`src/rtl/alu_reg_pkg.sv`:
```
// rtl/alu_reg_pkg.sv - state encoding and opcode constants for the ALU_REG sequencer
package alu_reg_pkg;

  typedef enum logic [1:0] {
    ST_IDLE  = 2'd0,
    ST_READ  = 2'd1,
    ST_EXEC  = 2'd2,
    ST_WRITE = 2'd3
  } state_e;

  localparam logic [2:0] OP_AND  = 3'd0;
  localparam logic [2:0] OP_OR   = 3'd1;
  localparam logic [2:0] OP_NAND = 3'd2;
  localparam logic [2:0] OP_NOR  = 3'd3;
  localparam logic [2:0] OP_XOR  = 3'd4;
  localparam logic [2:0] OP_NOT  = 3'd5;
  localparam logic [2:0] OP_ADD  = 3'd6;
  localparam logic [2:0] OP_SUB  = 3'd7;

endpackage

```
`src/rtl/alu_reg_sequencer.sv`:
```
// rtl/alu_reg_sequencer.sv - four-state read/exec/write sequencer for the ALU_REG datapath
// Optional STATUS_FLAGS_EN adds zero_flag/par_flag captured from the written result.
module alu_reg_sequencer
  import alu_reg_pkg::*;
#(
  parameter int WIDTH  = 8,
  parameter int ADDR_W = 3
) (
  input  logic              clk,
  input  logic              reset,
  input  logic              cmd_valid,
  output logic              cmd_ready,
  input  logic [2:0]        cmd_op,
  input  logic [ADDR_W-1:0] cmd_rd,
  input  logic [ADDR_W-1:0] cmd_rs2,
  input  logic [ADDR_W-1:0] cmd_rs3,
  output logic [ADDR_W-1:0] rf_raddr_a,
  output logic [ADDR_W-1:0] rf_raddr_b,
  input  logic [WIDTH-1:0]  rf_rdata_a,
  input  logic [WIDTH-1:0]  rf_rdata_b,
  output logic              rf_we,
  output logic [ADDR_W-1:0] rf_waddr,
  output logic [WIDTH-1:0]  rf_wdata,
  output logic [2:0]        alu_op,
  output logic [WIDTH-1:0]  alu_a,
  output logic [WIDTH-1:0]  alu_b,
  input  logic [WIDTH-1:0]  alu_result,
`ifdef STATUS_FLAGS_EN
  output logic              zero_flag,
  output logic              par_flag,
`endif
  output logic              done,
  output logic              busy
);

  state_e              state_q, state_d;
  logic [2:0]          op_q, op_d;
  logic [ADDR_W-1:0]   rd_q, rd_d;
  logic [ADDR_W-1:0]   rs2_q, rs2_d;
  logic [ADDR_W-1:0]   rs3_q, rs3_d;
  logic [WIDTH-1:0]    opa_q, opa_d;
  logic [WIDTH-1:0]    opb_q, opb_d;
  logic [WIDTH-1:0]    res_q, res_d;
`ifdef STATUS_FLAGS_EN
  logic                zero_q, zero_d;
  logic                par_q, par_d;
`endif

  always_ff @(posedge clk) begin
    if (reset) begin
      state_q <= ST_IDLE;
    end else begin
      state_q <= state_d;
    end
  end

  always_comb begin
    state_d   = state_q;
    op_d      = op_q;
    rd_d      = rd_q;
    rs2_d     = rs2_q;
    rs3_d     = rs3_q;
    opa_d     = opa_q;
    opb_d     = opb_q;
    res_d     = res_q;
`ifdef STATUS_FLAGS_EN
    zero_d    = zero_q;
    par_d     = par_q;
`endif
    cmd_ready = 1'b0;
    busy      = 1'b1;
    rf_we     = 1'b0;
    done      = 1'b0;
    case (state_q)
      ST_IDLE: begin
        cmd_ready = 1'b1;
        busy      = 1'b0;
        if (cmd_valid) begin
          op_d    = cmd_op;
          rd_d    = cmd_rd;
          rs2_d   = cmd_rs2;
          rs3_d   = cmd_rs3;
          state_d = ST_READ;
        end
      end
      ST_READ: begin
        opa_d   = rf_rdata_a;
        opb_d   = rf_rdata_b;
        state_d = ST_EXEC;
      end
      ST_EXEC: begin
        res_d   = alu_result;
        state_d = ST_WRITE;
      end
      ST_WRITE: begin
        rf_we   = 1'b1;
        done    = 1'b1;
`ifdef STATUS_FLAGS_EN
        zero_d  = (res_q == '0);
        par_d   = ^res_q;
`endif
        state_d = ST_IDLE;
      end
      default: state_d = ST_IDLE;
    endcase
  end

  // Reset clears every latch so an aborted command leaves nothing behind on the outputs.
  always_ff @(posedge clk) begin
    if (reset) begin
      op_q   <= '0;
      rd_q   <= '0;
      rs2_q  <= '0;
      rs3_q  <= '0;
      opa_q  <= '0;
      opb_q  <= '0;
      res_q  <= '0;
`ifdef STATUS_FLAGS_EN
      zero_q <= 1'b0;
      par_q  <= 1'b0;
`endif
    end else begin
      op_q   <= op_d;
      rd_q   <= rd_d;
      rs2_q  <= rs2_d;
      rs3_q  <= rs3_d;
      opa_q  <= opa_d;
      opb_q  <= opb_d;
      res_q  <= res_d;
`ifdef STATUS_FLAGS_EN
      zero_q <= zero_d;
      par_q  <= par_d;
`endif
    end
  end

  assign rf_raddr_a = rs2_q;
  assign rf_raddr_b = rs3_q;
  assign rf_waddr   = rd_q;
  assign rf_wdata   = res_q;
  assign alu_op     = op_q;
  assign alu_a      = opa_q;
  assign alu_b      = opb_q;
`ifdef STATUS_FLAGS_EN
  assign zero_flag  = zero_q;
  assign par_flag   = par_q;
`endif

endmodule

```
`config.mk`:
```
export PLATFORM = sky130hd
export DESIGN_NAME = alu_reg_sequencer
export DESIGN_NICKNAME = d
export VERILOG_FILES = /design/src/rtl/alu_reg_pkg.sv /design/src/rtl/alu_reg_sequencer.sv
export SDC_FILE = /design/constraint.sdc
export NUM_CORES = 1
export LEC_CHECK = 0
export CAP_MARGIN = 15
export CORE_MARGIN = 8
export CORE_UTILIZATION = 42
export CTS_BUF_LIST = sky130_fd_sc_hd__clkbuf_4 sky130_fd_sc_hd__clkbuf_8
export CTS_CLUSTER_DIAMETER = 30
export CTS_CLUSTER_SIZE = 20
export DETAILED_ROUTE_END_ITERATION = 8
export PLACE_DENSITY = 0.83
export SLEW_MARGIN = 20
export SYNTH_ARGS = -nofsm -noshare
export SYNTH_HDL_FRONTEND = slang
export SYNTH_SLANG_ARGS = --single-unit
```
`constraint.sdc`:
```
create_clock -name clk -period 3.8 [get_ports clk]
set_input_delay 0.76 -clock clk [delete_from_list [all_inputs] [get_ports clk]]
set_output_delay 0.76 -clock clk [all_outputs]
set_load 0.02 [all_outputs]
```
# --- After elaboration in Yosys (flattened, before gate mapping) ---
# Cells that the tools add are included.
word_totals:
  regBits: 38
  in_bits: 39
  out_inout_bits: 40
  wordCells: 19
classes:
  eq_ne: 4
  mux: 5
  n_reduce_logical: 2
op_table:
  columns: ["operator", "count"]
  rows:
  - ["$pmux 2 s4", 1]
  - ["$eq 2x2->1 const B", 2]
  - ["$mux 1", 3]
  - ["$eq 2x1->1 const B", 1]
  - ["$logic_not 2->1", 1]
  - ["$mux 2", 1]
  - ["$ne 2x2->1 const B", 1]
  - ["$reduce_and 2->1", 1]

# --- Logic depth before layout (Yosys ltp) ---
# Gate-level depths: netlist of run 1.
depth:
  word_depth: 2
  depth_mapped: 6
  mapped_depth_nobuf: 4

# --- Worst setup path before layout of run 1 ---
# OpenSTA, ideal clock, no wires.
synth_path:
  path_kind: "flip-flop to output port"
  start: "register state_q[0]"
  end: "output port busy"
  arrival_time_ps: 1070
  t_required_ps: 3040
  slack_ps: 1970
  path_stages_with_launch: 6
  path_buffers: 2
  path_cell_list: "dfxtp_1 > inv_1 > ha_1 > buf_6 > buf_4 > inv_1"
synth_via:
  elab_chain_len: 2
synth_rtl:
  columns: ["element", "line_no", "rtl"]
  rows:
  - ["from (decl)", "alu_reg_sequencer.sv:36", "state_e state_q, state_d;"]
  - ["from (signal assigned)", "alu_reg_sequencer.sv:53", "state_q <= state_d;"]
  - ["$logic_not 2->1", "alu_reg_sequencer.sv:74", "case (state_q)"]
  - ["$mux 1", "alu_reg_sequencer.sv:74", null]
  - ["to (decl)", "alu_reg_sequencer.sv:33", "output logic busy"]
# Every way passes these cells.

# --- Worst setup path after layout of run 1 ---
# Same ends and word-level chain as after synthesis.

==> impl_metrics.tcl, run 1 <==
set metrics [dict create \
    outcome "finished, final reports clean" \
    power.static_leakage_nw 0.907 \
    place_worst_setup_slack_ns 1.37 \
    worstMarginPinSlew_ns 0.934 \
    worst_ir_drop_vdd_mv 0.341 \
    design.final.nets 268 \
    routed_vias 1272 \
    gp_routability_congestion 0.693 \
    insertedDiodeCount 0 \
    final-hold-violation-count 0 \
    total_standard_cell_area_after_synthesis_mm2 0.00158 \
    fin_tns_setup_ns 0 \
    syn-mean-instance-area_um2 10.5 \
    die_w_um 77.4 \
    post_drt_via_cell_ratio 4.68 \
    m1_wl_um 1640 \
    area_grow_syn2layout_pct 52.5 \
    ctsRootBufferMaster "sky130_fd_sc_hd__clkbuf_8" \
    number_of_antenna_violations_at_the_first_check_in_global_routing 0 \
    critical_path_buf_inv_count 4 \
    critical-path-slowest-cell "sky130_fd_sc_hd__clkdlybuf4s50_1" \
    post-synth-top-area-fraction_pct 48.1 \
    power.density_mw_per_mm2 650 \
    netlist_instances 151 \
    cts_tree "done" \
    critPathRequiredTime_ns 3.04 \
    grt_first_pass_wirelength_um 6240 \
    route.met2.wl_um 1820 \
    filler_cell_count 319 \
    cts_buffer_depth 2 \
    yosys_warnings 0 \
    dieArea_mm2 0.00599 \
    synth_sequential_area_ratio_pct 48.1 \
    drc 0 \
    hpwlAfterDp_um 2860 \
    start_util_pct 43.5 \
    first_global_vias 1345 \
    multi_input_area_um2 699 \
    worstSkewPairLatency_ns 0.28 \
    cts_hold_repair.buffers 0 \
    setup_ws_ns 1.18 \
    hold_path_class "flip-flop to flip-flop" \
    cts_sinks 38 \
    post_synth_num_cell_types 19 \
    final_layout_size_suffix_gt1_share_pct 9.38 \
    timing.critical_path.fanout_max 29 \
    synth_top_cell_by_area "sky130_fd_sc_hd__dfxtp_1" \
    tritoncts.num_buffers 5 \
    cts_resized 0 \
    fmaxAchievable_ghz 0.381 \
    synth_top_cells_by_area "sky130_fd_sc_hd__dfxtp_1 48%, sky130_fd_sc_hd__mux2i_1 15%, sky130_fd_sc_hd__nor2_1 6.2%" \
    io_buffer_count 78 \
    wire_per_inst_um 14.0 \
    timing_worst_setup_path_type "flip-flop to output port" \
    htree_num_levels 2 \
    critical-path-top-delay-family "buffers and inverters" \
    placement_rows 22 \
    cp_slowest_stage_delay_ns 0.59 \
    cell_by_cell_trace_of_the_critical_path "inv_1 > ha_1 > buf_4 > inv_1 > clkdlybuf4s50_1" \
    setup_repair_after_global_routing_missed_its_margin "no" \
    design.portCount 79 \
    drtAntennaViolNets 0 \
    worst_path_most_repeated_cell "sky130_fd_sc_hd__inv_1" \
    finalClockSkew_ns 0.00476 \
    worst_slew_margin_rel_pct 37.7 \
    cp-end-kind "output port" \
    largest_net_degree_at_the_start_of_global_routing 30 \
    firstDrtPassIters 4 \
    period_share_pct 69.0 \
    max_cap_viols 0 \
    grt_use_total_pct 12.7 \
    die_h_um 77.4 \
    postCtsSetupRepairBufs 0 \
    critical_path.startpoint_type "flip-flop" \
    cts_clk_pin_slew_worst_paths_ns 0.06 \
    maxSlewViolCount 0 \
    maxUsedRoutingLayer "met4" \
    wirelength_um 3810 \
    finalWorstPathRequiredPeriod_ns 2.62 \
    met3_wirelength_um 296 \
    regArea_um2 761 \
    first_iter_violations 61 \
    postSynthRegisterBits 38 \
    setup_failing_eps_final 0 \
    syn_nets 195 \
    timing.critical_path.arrival_ns 1.86 \
    core_mm2 0.00363 \
    overall_overflow_remaining_after_global_route 0 \
]
layout by cell type (no fill, tap or decap), drive strengths merged:
cell	Yosys	routed
buf	13	2
a211oi	1	1
nand4bb	1	1
dfxtp	38	38
nor2	26	26
clkbuf	1	7
nand3	12	12
o21ai	1	1
a21bo	12	12
inv	3	3
mux2i	24	24
a21oi	12	12
nand2b	1	1
clkdlybuf4s50	0	78
ha	5	5
nor2b	1	1
cell usage after synthesis:
| cell type | instances |
|---|---|
| sky130_fd_sc_hd__nand4bb_1 | 1 |
| sky130_fd_sc_hd__clkbuf_1 | 1 |
| sky130_fd_sc_hd__a21oi_1 | 6 |
| sky130_fd_sc_hd__mux2i_1 | 24 |
| sky130_fd_sc_hd__a21bo_1 | 6 |
| sky130_fd_sc_hd__dfxtp_1 | 38 |
| sky130_fd_sc_hd__a211oi_1 | 1 |
| sky130_fd_sc_hd__buf_2 | 4 |
| sky130_fd_sc_hd__nand2b_1 | 1 |
| sky130_fd_sc_hd__nor2b_1 | 1 |
| sky130_fd_sc_hd__buf_4 | 4 |
| sky130_fd_sc_hd__ha_1 | 5 |
| sky130_fd_sc_hd__inv_1 | 3 |
| sky130_fd_sc_hd__nand3_1 | 12 |
| sky130_fd_sc_hd__o21ai_0 | 1 |
| sky130_fd_sc_hd__buf_6 | 5 |
| sky130_fd_sc_hd__a21bo_2 | 6 |
| sky130_fd_sc_hd__a21oi_2 | 6 |
| sky130_fd_sc_hd__nor2_1 | 26 |
stage by stage:
| stage | std cells | area, µm² | utilization, % | total power [mW] | hold WS [ns] |
|---|---|---|---|---|---|
| 3_3_place_gp | 265 | 2330 | 64.0 | 1.32 | 0.470 |
| 4_1_cts | 272 | 2410 | 66.4 | 1.59 | 0.499 |
| 3_5_place_dp | 265 | 2330 | 64.0 | 1.33 | 0.481 |
| 2_1_floorplan | 151 | 1580 | - | 1.08 | 0.511 |
| 5_1_grt | 272 | 2410 | 66.4 | 1.68 | 0.517 |
| 6_report | 272 | 2410 | 66.4 | 1.57 | 0.490 |
path summary, 6_finish.rpt:
kind,end,start,cells after the start,slack [ns]
setup / recovery,busy,state_q[0]$_SDFFE_PP0P_,5,1.18
hold / removal,alu_a[0]$_SDFFE_PP0N_,alu_a[0]$_SDFFE_PP0N_,2,0.49
setup reg to reg,alu_b[0]$_SDFFE_PP0N_,state_q[1]$_SDFFE_PP0P_,4,2.10
hold reg to reg,alu_a[0]$_SDFFE_PP0N_,alu_a[0]$_SDFFE_PP0N_,2,0.49
power by group:
group / total (mW) / switching [mW] / leakage, nW / internal, mW
sequential: 0.543 / 0.0501 / 0.311 / 0.493
clock: 0.261 / 0.121 / 0.0452 / 0.140
combinational: 0.764 / 0.392 / 0.551 / 0.373
total: 1.57 / 0.563 / 0.907 / 1.01
logic make-up after synthesis:
kind of cell | share of synthesized area (%)
mux | 15.2
buf+inv | 7.67
simple gates | 11.5
fa+ha+maj | 3.96
compound gates | 13.6
flops | 48.1
sequential cells by signal, indices dropped and copies added (netlist names):
signal	flops
rf_raddr_b	3
rf_waddr	3
alu_a	8
state_q	2
rf_wdata	8
alu_b	8
alu_op	3
rf_raddr_a	3
layer usage:
layer	vias up	global-route usage, %
li1	651	-
met4	0	6.79
met1	576	14.2
met5	-	0
met2	41	20.1
met3	4	5.30
worst register-to-register path, cell delays in order (launching register included):
cell and delay (ns):
sky130_fd_sc_hd__dfxtp_1 0.34, sky130_fd_sc_hd__inv_1 0.10, sky130_fd_sc_hd__ha_1 0.78, sky130_fd_sc_hd__mux2i_1 0.29, sky130_fd_sc_hd__nor2_1 0.05
area by class of cell:
| cell class | instances | share of cell area [%] |
|---|---|---|
| sequential | 38 | 31.6 |
| multi-input combinational | 96 | 29.0 |
| inverter | 3 | 0.467 |
| tap | 48 | 2.49 |
| clock buffer | 7 | 3.48 |
| timing repair buffer | 80 | 33.0 |
Power figures use the tool's default switching activity.
==> run 2, diff against run 1 <==
CORE_UTILIZATION = 37   (was 42)
PLACE_DENSITY = 0.78   (was 0.83)
clock period = 2.2 ns   (was 3.8 ns; I/O delays follow)
==> impl_metrics.tcl, run 2 (synthesized netlist as in run 1, its figures left out) <==
set metrics [dict create \
    outcome "finished, final reports clean" \
    io_buffer_count 78 \
    setup_repair_after_global_routing_missed_its_margin "no" \
    die_h_um 81.4 \
    finalWorstPathRequiredPeriod_ns 1.95 \
    cp-end-kind "output port" \
    worstSkewPairLatency_ns 0.28 \
    wire_per_inst_um 14.0 \
    final-hold-violation-count 0 \
    final_cell_mix "77 x sky130_fd_sc_hd__clkdlybuf4s50_1, 38 x sky130_fd_sc_hd__dfxtp_1, 26 x sky130_fd_sc_hd__nor2_1" \
    critical_path.startpoint_type "flip-flop" \
    cts_resized 0 \
    die_w_um 81.4 \
    cts_hold_repair.buffers 0 \
    maxSlewViolCount 0 \
    core_mm2 0.00406 \
    post_drt_via_cell_ratio 4.62 \
    design.portCount 79 \
    finish.instance_area_mm2 0.00245 \
    hpwlAfterDp_um 2920 \
    firstDrtPassIters 4 \
    placed_area_mm2 0.00235 \
    cts_buffer_depth 2 \
    final_layout_size_suffix_gt1_share_pct 11.0 \
    critPathRequiredTime_ns 1.76 \
    finalClockSkew_ns 0.00269 \
    timing.critical_path.arrival_ns 1.51 \
    grt_first_pass_wirelength_um 6170 \
    dieArea_mm2 0.00662 \
    routed_vias 1284 \
    worst_ir_drop_vdd_mv 0.826 \
    largest_net_degree_at_the_start_of_global_routing 29 \
    area_grow_syn2layout_pct 54.9 \
    worst_slew_margin_rel_pct 64.3 \
    fmaxAchievable_ghz 0.512 \
    htree_num_levels 2 \
    cell_by_cell_trace_of_the_critical_path "inv_1 > ha_1 > clkdlybuf4s50_1" \
    insertedDiodeCount 0 \
    timing_worst_setup_path_type "flip-flop to output port" \
    drtAntennaViolNets 0 \
    hold_path_class "flip-flop to flip-flop" \
    ctsRootBufferMaster "sky130_fd_sc_hd__clkbuf_8" \
    design.final.nets 271 \
    number_of_antenna_violations_at_the_first_check_in_global_routing 0 \
    placement_rows 23 \
    grt_use_total_pct 11.8 \
    worst_r2r_path_depth 5 \
    power.static_leakage_nw 0.940 \
    cp_slowest_stage_delay_ns 0.54 \
    start_util_pct 39.0 \
    wirelength_um 3890 \
    fin_tns_setup_ns 0 \
    timing.critical_path.fanout_max 4 \
    overall_overflow_remaining_after_global_route 0 \
    gp_routability_congestion 0.687 \
    postCtsSetupRepairBufs 0 \
    power.density_mw_per_mm2 1130 \
    first_iter_violations 57 \
    worstMarginPinSlew_ns 0.536 \
    critical-path-slowest-cell "sky130_fd_sc_hd__clkdlybuf4s50_1" \
    first_global_vias 1317 \
    period_share_pct 88.7 \
    tritoncts.num_buffers 5 \
    mostFrequentLayoutCell "sky130_fd_sc_hd__clkdlybuf4s50_1" \
    max_cap_viols 0 \
    cts_sinks 38 \
    cts_clk_pin_slew_worst_paths_ns 0.07 \
    setup_failing_eps_final 0 \
    cts_tree "done" \
    drc 0 \
    timing.hold.worst_path_depth 2 \
]
==> run 2: cell types whose count changed in the layout (fill, tap and decap cells not counted), sizes merged <==
cell | previous run | this run
dlymetal6s2s | 0 | 1
clkinv | 0 | 1
clkdlybuf4s50 | 78 | 77
buf | 2 | 5
==> run 2: final cells by class <==
cell class                      count  area, µm²
Fill cell                         382       1610
Multi-Input combinational cell     96        699
Inverter                            3       11.3
Timing Repair Buffer               83        821
Tap cell                           50       62.6
Clock inverter                      1       5.00
Clock buffer                        7       90.1
Sequential cell                    38        761
==> run 2: path summary, 6_finish.rpt <==
path | start | slack (ns) | end
hold / removal | rf_wdata[4]$_SDFFE_PP0N_ | 0.49 | rf_wdata[4]$_SDFFE_PP0N_
hold reg to reg | rf_wdata[4]$_SDFFE_PP0N_ | 0.49 | rf_wdata[4]$_SDFFE_PP0N_
setup / recovery | state_q[0]$_SDFFE_PP0P_ | 0.25 | cmd_ready
setup reg to reg | state_q[0]$_SDFFE_PP0P_ | 0.79 | rf_raddr_a[1]$_SDFFE_PP0P_
==> run 2: stage by stage <==
step | utilization (%) | hold WS, ns | total power [mW] | setup slack, ns | std cells
after CTS | 60.3 | 0.497 | 2.82 | 0.0527 | 278
final | 60.4 | 0.494 | 2.77 | 0.249 | 278
after floorplan | - | 0.511 | 1.86 | 0.690 | 151
after global routing | 60.4 | 0.533 | 2.95 | 0.154 | 278
after detailed placement | 58.0 | 0.479 | 2.31 | 0.397 | 270
after global placement | 58.0 | 0.470 | 2.29 | 0.416 | 270
==> run 2: critical path, delay by kind of cell (launching register included) <==
kind       cells  cell delay (ns)
buf+inv        2             0.64
flops          1             0.39
fa+ha+maj      1             0.21
==> run 2: where the power goes <==
part	internal [mW]	switching (mW)	leakage (nW)
Clock	0.265	0.232	0.0517
Sequential	0.850	0.0827	0.311
Combinational	0.648	0.689	0.578
Total	1.76	1.00	0.940
==> run 2: routing by layer <==
metal,track usage [%],wire (µm),vias up,share of wire (%)
met5,0,0,-,0
met4,3.75,53,0,1.4
met3,5.96,397,7,10
met2,18.5,1810,47,46
met1,13.7,1640,574,42
li1,-,-,656,-
==> run 3, diff against run 2 <==
CTS_CLUSTER_SIZE = 12   (was 20)
SLEW_MARGIN = not set   (was 20)
==> results of run 3 <==
No change in the layout: final DEF, timing and power equal those of run 2.
